<file path="src/rtl/muldiv_pkg.sv">
// Shared definitions for the EX-stage multiply/divide unit: op encodings,
// FSM state type and the default LO value returned on divide-by-zero.
package muldiv_pkg;

  localparam logic [1:0] MD_MULT  = 2'd0;
  localparam logic [1:0] MD_MULTU = 2'd1;
  localparam logic [1:0] MD_DIV   = 2'd2;
  localparam logic [1:0] MD_DIVU  = 2'd3;

  localparam int MD_WIDTH = 32;

  // Wide all-ones pattern; each instance truncates it to its own WIDTH.
  localparam logic [63:0] MD_DIVZ_LO = '1;

  typedef enum logic [1:0] {
    MD_IDLE,
    MD_RUN,
    MD_FIX,
    MD_DONE
  } md_state_t;

endpackage

</file>
<file path="src/rtl/muldiv_datapath.sv">
// Radix-2 iteration engine for muldiv_unit. Holds the 2*WIDTH accumulator
// and the multiplicand/divisor register. Each step retires one bit.
// Multiply: the multiplier sits in the low half and shifts out to the right.
// Divide: the dividend sits in the low half and shifts out to the left, with
// quotient bits shifting in from the right while the upper half holds the
// partial remainder.
module muldiv_datapath #(
  parameter int WIDTH = 32
) (
  input  logic             clock,
  input  logic             reset,
  input  logic             load,
  input  logic             step,
  input  logic             is_div,
  input  logic [WIDTH-1:0] load_a,
  input  logic [WIDTH-1:0] load_b,
  output logic [WIDTH-1:0] acc_hi,
  output logic [WIDTH-1:0] acc_lo
);

  logic [2*WIDTH-1:0] acc;
  logic [2*WIDTH-1:0] acc_next;
  logic [WIDTH-1:0]   opnd;
  logic [WIDTH:0]     mul_sum;
  logic [WIDTH:0]     div_shifted;
  logic [WIDTH:0]     div_diff;
  logic               quo_bit;

  // One shift-add (multiply) or restoring shift-subtract (divide) step.
  always_comb begin
    mul_sum     = {1'b0, acc[2*WIDTH-1:WIDTH]} + (acc[0] ? {1'b0, opnd} : '0);
    div_shifted = {acc[2*WIDTH-1:WIDTH], acc[WIDTH-1]};
    div_diff    = div_shifted - {1'b0, opnd};
    quo_bit     = ~div_diff[WIDTH];
    if (is_div) begin
      acc_next = {(quo_bit ? div_diff[WIDTH-1:0] : div_shifted[WIDTH-1:0]),
                  acc[WIDTH-2:0], quo_bit};
    end else begin
      acc_next = {mul_sum, acc[WIDTH-1:1]};
    end
  end

  // Operand load on accept, otherwise advance one iteration when stepping.
  always_ff @(posedge clock) begin
    if (reset) begin
      acc  <= '0;
      opnd <= '0;
    end else if (load) begin
      acc  <= {{WIDTH{1'b0}}, load_a};
      opnd <= load_b;
    end else if (step) begin
      acc  <= acc_next;
    end
  end

  assign acc_hi = acc[2*WIDTH-1:WIDTH];
  assign acc_lo = acc[WIDTH-1:0];

endmodule

</file>
<file path="src/rtl/muldiv_unit.sv">
// Multi-cycle integer multiply/divide unit for the EX stage. Works on
// magnitudes, applies the result signs in a final FIX cycle, and holds the
// pipeline via stall_req until HI/LO are ready.
module muldiv_unit
  import muldiv_pkg::*;
#(
  parameter int               WIDTH   = MD_WIDTH,
  parameter logic [WIDTH-1:0] DIVZ_LO = WIDTH'(MD_DIVZ_LO)
) (
  input  logic             clock,
  input  logic             reset,
  input  logic             start,
  input  logic [1:0]       op,
  input  logic [WIDTH-1:0] operand_a,
  input  logic [WIDTH-1:0] operand_b,
  input  logic             flush,
  output logic             stall_req,
  output logic             busy,
  output logic             done,
  output logic [WIDTH-1:0] hi,
  output logic [WIDTH-1:0] lo
);

  localparam int CNT_W = $clog2(WIDTH) + 1;
  localparam logic [CNT_W-1:0] LAST_COUNT = CNT_W'(WIDTH - 1);

  md_state_t          state, state_next;
  logic [CNT_W-1:0]   count;
  logic               is_div_q, divz_q, neg_lo_q, neg_hi_q;
  logic [WIDTH-1:0]   hi_q, lo_q;
  logic [WIDTH-1:0]   acc_hi, acc_lo;

  logic               in_div, in_signed, sign_a, sign_b, div_by_zero, accept;
  logic [WIDTH-1:0]   mag_a, mag_b;
  logic [2*WIDTH-1:0] product;
  logic [WIDTH-1:0]   fix_hi, fix_lo;

  assign in_div      = (op == MD_DIV) || (op == MD_DIVU);
  assign in_signed   = (op == MD_MULT) || (op == MD_DIV);
  assign sign_a      = in_signed & operand_a[WIDTH-1];
  assign sign_b      = in_signed & operand_b[WIDTH-1];
  assign mag_a       = sign_a ? -operand_a : operand_a;
  assign mag_b       = sign_b ? -operand_b : operand_b;
  assign div_by_zero = in_div && (operand_b == '0);
  assign accept      = (state == MD_IDLE) && start && !flush;

  muldiv_datapath #(.WIDTH(WIDTH)) u_datapath (
    .clock  (clock),
    .reset  (reset),
    .load   (accept),
    .step   ((state == MD_RUN) && !flush),
    .is_div (is_div_q),
    .load_a (mag_a),
    .load_b (mag_b),
    .acc_hi (acc_hi),
    .acc_lo (acc_lo)
  );

  // Next-state logic; divide-by-zero skips the iterations entirely.
  always_comb begin
    state_next = state;
    case (state)
      MD_IDLE: if (accept) state_next = div_by_zero ? MD_FIX : MD_RUN;
      MD_RUN: begin
        if (flush)                    state_next = MD_IDLE;
        else if (count == LAST_COUNT) state_next = MD_FIX;
      end
      MD_FIX:  state_next = flush ? MD_IDLE : MD_DONE;
      MD_DONE: state_next = MD_IDLE;
      default: state_next = MD_IDLE;
    endcase
  end

  // Sign correction of the magnitude result. On divide-by-zero the low half
  // still holds |a|, and re-applying sign_a recovers the original operand_a.
  always_comb begin
    product = {acc_hi, acc_lo};
    if (neg_lo_q) product = -product;
    fix_hi = product[2*WIDTH-1:WIDTH];
    fix_lo = product[WIDTH-1:0];
    if (is_div_q) begin
      if (divz_q) begin
        fix_lo = DIVZ_LO;
        fix_hi = neg_hi_q ? -acc_lo : acc_lo;
      end else begin
        fix_lo = neg_lo_q ? -acc_lo : acc_lo;
        fix_hi = neg_hi_q ? -acc_hi : acc_hi;
      end
    end
  end

  // State, iteration counter, latched op/sign info and the HI/LO registers.
  always_ff @(posedge clock) begin
    if (reset) begin
      state    <= MD_IDLE;
      count    <= '0;
      is_div_q <= 1'b0;
      divz_q   <= 1'b0;
      neg_lo_q <= 1'b0;
      neg_hi_q <= 1'b0;
      hi_q     <= '0;
      lo_q     <= '0;
    end else begin
      state <= state_next;
      if (accept) begin
        is_div_q <= in_div;
        divz_q   <= div_by_zero;
        neg_lo_q <= sign_a ^ sign_b;
        neg_hi_q <= in_div ? sign_a : (sign_a ^ sign_b);
        count    <= '0;
      end else if (state == MD_RUN) begin
        count <= count + 1'b1;
      end
      if ((state == MD_FIX) && !flush) begin
        hi_q <= fix_hi;
        lo_q <= fix_lo;
      end
    end
  end

  assign stall_req = !reset && (accept || (state == MD_RUN) || (state == MD_FIX));
  assign busy      = (state == MD_RUN) || (state == MD_FIX);
  assign done      = (state == MD_DONE);
  assign hi        = hi_q;
  assign lo        = lo_q;

endmodule
</file>
<file path="config.mk">
export PLATFORM = sky130hd
export DESIGN_NAME = muldiv_unit
export DESIGN_NICKNAME = d
export VERILOG_FILES = /design/src/rtl/muldiv_pkg.sv /design/src/rtl/muldiv_datapath.sv /design/src/rtl/muldiv_unit.sv
export SDC_FILE = /design/constraint.sdc
export NUM_CORES = 1
export LEC_CHECK = 0
export BUFFER_PORTS_ARGS = -buffer_cell sky130_fd_sc_hd__buf_4
export CAP_MARGIN = 20
export CORE_MARGIN = 1
export CORE_UTILIZATION = 55
export CTS_CLUSTER_DIAMETER = 40
export DETAILED_ROUTE_END_ITERATION = 10
export PLACE_DENSITY = 0.75
export SLEW_MARGIN = 20
export SYNTH_ARGS = -nofsm -noshare
export SYNTH_HDL_FRONTEND = slang
export SYNTH_SLANG_ARGS = --single-unit
</file>
<file path="constraint.sdc">
create_clock -name clock -period 5.2 [get_ports clock]
set_input_delay 0.26 -clock clock [delete_from_list [all_inputs] [get_ports clock]]
set_output_delay 0.26 -clock clock [all_outputs]
set_load 0.1 [all_outputs]
</file>
Word-level counts from Yosys, hierarchy flattened
Cells that the tools add are included.

Input bits: 70. Output and inout port bits: 67. Register bits after elaboration: 172.

Reductions and logical operators: 19. Equal/unequal tests: 8. Bitwise gates (word level): 4. $add $sub $neg: 8. Mux-type cells: 22.

Operator list (number): two-way mux 32 bit (13); two-way mux 64 bit (2); negation 32 bit (4); negation 64 bit (1); adder 32 x 32 -> 33 bit (1); subtractor 33 x 32 -> 33 bit (1); zero test 32 bit (1); two-way mux 2 bit (5); == test 2 bit, second input constant (4); case mux 2 bit (4 select lines) (1); adder 6 x 1 -> 6 bit, second input constant (1); == test 6 x 5 -> 1 bit, second input constant (1); logical AND 1 bit (6); logical OR 1 bit (5); zero test 2 bit (2); != test 3 x 2 -> 1 bit, second input constant (1); bitwise AND 1 bit (2); == test 2 x 1 -> 1 bit, second input constant (1); zero test 1 bit (2); != test 2 bit, second input constant (1); AND reduction 2 bit (1); nonzero test 2 bit (1); OR reduction 2 bit (1); two-way mux 1 bit (1); 2 further kinds (2).

Logic depth before layout (Yosys ltp)
Depth after elaboration: 6. Gate-level depth with buffers: 16.

Modules after synthesis
A second synthesis with hierarchy kept.

Cells, all modules: 2193. Area total of the unflattened synthesis: 16061.7 sq um.

By module, submodules not included: muldiv_datapath (times used 1, sequential area each 1921.8 sq um, cells each 1090, area each 8255.4 sq um); muldiv_unit (times used 1, sequential area each 1521.5 sq um, cells each 1103, area each 7806.2 sq um).

Worst setup path before layout
No wires, ideal clock.

Kind: reg-to-reg. Start: register u_datapath.acc[31]. End: register u_datapath.acc[44]. Cell stages (with the launch flop): 16. Clock period less this slack: 3507 ps. Setup slack: 1693 ps. Arrival: 3378 ps. Path buffers: 3. Path through: dfxtp_1 > clkbuf_1 > inv_1 > ha_1 > fa_1 > nand2b_1 > a211o_1 > a211o_1 > a211oi_1 > o21ai_0 > nand4bb_1 > buf_2 > buf_2 > mux2_2 > a21oi_1 > a21oi_1.

Cells in the longest elaborated chain, start to end: 3.

Ends and longest elaborated chain: start: declaration (RTL line muldiv_datapath.sv:21) `logic [2*WIDTH-1:0] acc;`; start signal: assignment (RTL line muldiv_datapath.sv:49) `acc <= {{WIDTH{1'b0}}, load_a};`; start signal: assignment (RTL line muldiv_datapath.sv:52) `acc <= acc_next;`; subtractor 33 x 32 -> 33 bit (RTL line muldiv_datapath.sv:33) `div_diff = div_shifted - {1'b0, opnd};`; two-way mux 32 bit (RTL line muldiv_datapath.sv:36) `acc_next = {(quo_bit ? div_diff[WIDTH-1:0] : div_shifted[WIDTH-1:0]),`; two-way mux 64 bit (RTL line muldiv_datapath.sv:35) `if (is_div) begin`.

Every way passes these cells. A chain may end at the register's enable or synchronous reset.

Worst setup path after layout
Start: register u_datapath.acc[31]. End: register u_datapath.acc[36].

Same word-level chain as after synthesis.

==> reports/metrics.yaml <==
setup_viol: 0
grt_pass1_wl_mm: 78.9
drt_iter0_drc: 1641
drive_above_1_share: 0.116
rows: 60
vias: 16000
grt_setup_unrepaired: "no"
crit_family: "compound AO/OA/AOI/OAI gates"
port_buffers: 136
grt_pass1_vias: 14400
grt_max_degree: 86
cts_root_buf: "clkbuf_16"
ctsHoldBuffers: 0
gp_routability_congestion: 1.00
arrival_ps: 4560
crit_path_frequent_cell: "a211o_1"
area_growth_pct: 10.4
fin_total_pwr_mw: 7.87
antenna_found_initial: 0
ys_ff_latch: 172
dr.pass1.iters: 6
crit_path_end_kind: "register"
hold_ws_ps: 97.0
overflow: 0
cp_cell_sequence: "inv_1 > ha_1 > fa_1 > nand2b_1 > a211o_1 > a211o_1 > a211oi_1 > nor3_1 > nand4bb_2 > buf_4 > mux2_2 > a21oi_1 > nor2_1"
crit_slowest_cell: "nand4bb_2"
clkSinkCount: 172
seq_area_frac_synth: 0.226
yosys_warnings: 0
syn_inst: 2078
setup_tns_ps: 0
max_freq_mhz: 237
crit_path_start_kind: "register"
wire_per_inst_um: 20.6
max_cap_viol_count: 0
synth_cell_types: 78
yosys_most_used_dff: "dfxtp_1"
die_y_um: 168
clock_skew_ps: 17.7
top_level_ports: 137
drc_errors: 0
worst_pin_slew_ps: 1080
syn_nets: 2224
path_buf_inv: 2
dieArea_um2: 28300
die_w_um: 168
dp_hpwl_mm: 36.9
cts_buffers: 17
finalNetCount: 2230
cts_buffer_depth: 2
synth_edf_count: 0
period_share: 0.812
drv_slew: 0
ir_drop_mv: 0.555
cts_resized: 0
p_leak_nw: 6.32
grt.total_usage: 0.351
critPathRequiredTime_ps: 5540
htree_levels: 4
fin_ws_ps: 978
post_drt_via_cell_ratio: 6.56
hold_violations: 0
period_minus_slack_ps: 4220
core_area_um2: 27000
p_per_area_nw_per_um2: 469
fin_util: 0.621
syn_area_um2: 15200
drtAntennaViolNets: 0
status: "completed"
worst_path_largest_cell_delay_ps: 570
min_path_type: "in2reg"
critical_path.max_fanout: 15
async_flop_share: 0
wl_mm: 50.3
dp_slack_ps: 1070
insertion_delay_ps: 460
cts_tree: "done"
start_util: 0.563
clk_pin_slew_ps: 80
post_cts_buffers: 0
num_antenna_cells: 0
syn_area_per_cell_um2: 7.32
worst-setup-path-type: "reg2reg"
relSlewSlack: 0.282
-- flip-flops by register name, indices dropped and copies added (netlist names) --
register and count:
state 2, count 6, u_datapath.opnd 32, u_datapath.acc 64
neg_lo_q 1, is_div_q 1, lo 32, hi 32
divz_q 1, neg_hi_q 1
-- per-stage QoR --
step                      cells  instance area [µm²]
final                      2438                16800
after global routing       2438                16800
after CTS                  2438                16800
after detailed placement   2406                16200
after global placement     2406                16200
after floorplan            2078                15200
-- Yosys cell counts, drive strengths merged (36+ instances only) --
library cell / instances / area share
nor2: 257 / 0.063
dfxtp: 172 / 0.23
nand2: 162 / 0.040
a21oi: 156 / 0.051
clkbuf: 146 / 0.036
o21ai: 133 / 0.044
a211oi: 120 / 0.059
xnor2: 100 / 0.058
xor2: 87 / 0.050
ha: 74 / 0.061
inv: 72 / 0.018
nor3: 58 / 0.019
mux2i: 51 / 0.034
nand3: 36 / 0.012
-- area by class of cell --
class,count,area [µm²]
Clock buffer,18,439
Clock inverter,14,146
Tap cell,341,427
Multi-Input combinational cell,1663,10900
Sequential cell,172,3450
Inverter,72,270
Fill cell,2553,10200
Timing Repair Buffer,158,1190
-- path summary, 6_finish.rpt --
check | cells after the start | to | start | slack, ps
setup / recovery | 13 | u_datapath.acc[36] | u_datapath.acc[31] | 980
hold / removal | 3 | is_div_q | op[1] | 100
setup reg to reg | 13 | u_datapath.acc[36] | u_datapath.acc[31] | 980
hold reg to reg | 2 | hi[25] | hi[25] | 460
-- routing by layer --
layer,wire [µm],vias to the layer above,track usage,part of all wire
li1,-,7551,-,-
met1,22800,7514,0.515,0.45
met2,20900,804,0.518,0.42
met3,5100,114,0.0635,0.10
met4,1490,0,0.104,0.030
met5,0,-,0,0
-- worst register-to-register path, stage by stage (launching register included) --
cell and delay (ps):
dfxtp_1 490, inv_1 130, ha_1 250, fa_1 400
nand2b_1 180, a211o_1 310, a211o_1 330, a211oi_1 430
nor3_1 120, nand4bb_2 570, buf_4 390, mux2_2 300
a21oi_1 150, nor2_1 70
-- report_power, final --
part | switching (mW) | leakage, nW | internal (mW)
logic | 3.03 | 4.64 | 1.63
clock network | 0.675 | 0.282 | 0.653
registers | 0.362 | 1.40 | 1.52
total | 4.06 | 6.32 | 3.80
-- logic make-up (layout without fill, tap and decap cells) --
kind of cell             count (synthesis)  in the layout  synth area share
XOR/XNOR                               187            187             0.108
AO/OA/AOI/OAI                          651            651             0.284
multiplexers                            63             63            0.0439
adder cells (fa/ha/maj)                 76             76            0.0635
flip-flops                             172            172             0.226
buffers and inverters                  243            262            0.0614
AND/OR/NAND/NOR                        686            686             0.214
-- cell usage in the layout (no fill, tap or decap), types with 32 or more instances in the layout --
cell type / count
mux2i_1: 51
a21oi_1: 155
a211oi_1: 120
o21ai_0: 132
dfxtp_1: 169
nand2_1: 162
ha_1: 74
xnor2_1: 100
nor2_1: 256
nor3_1: 57
buf_4: 158
inv_1: 72
o211ai_1: 32
nand3_1: 36
xor2_1: 87
No activity file was read; power rests on OpenSTA's default activity.
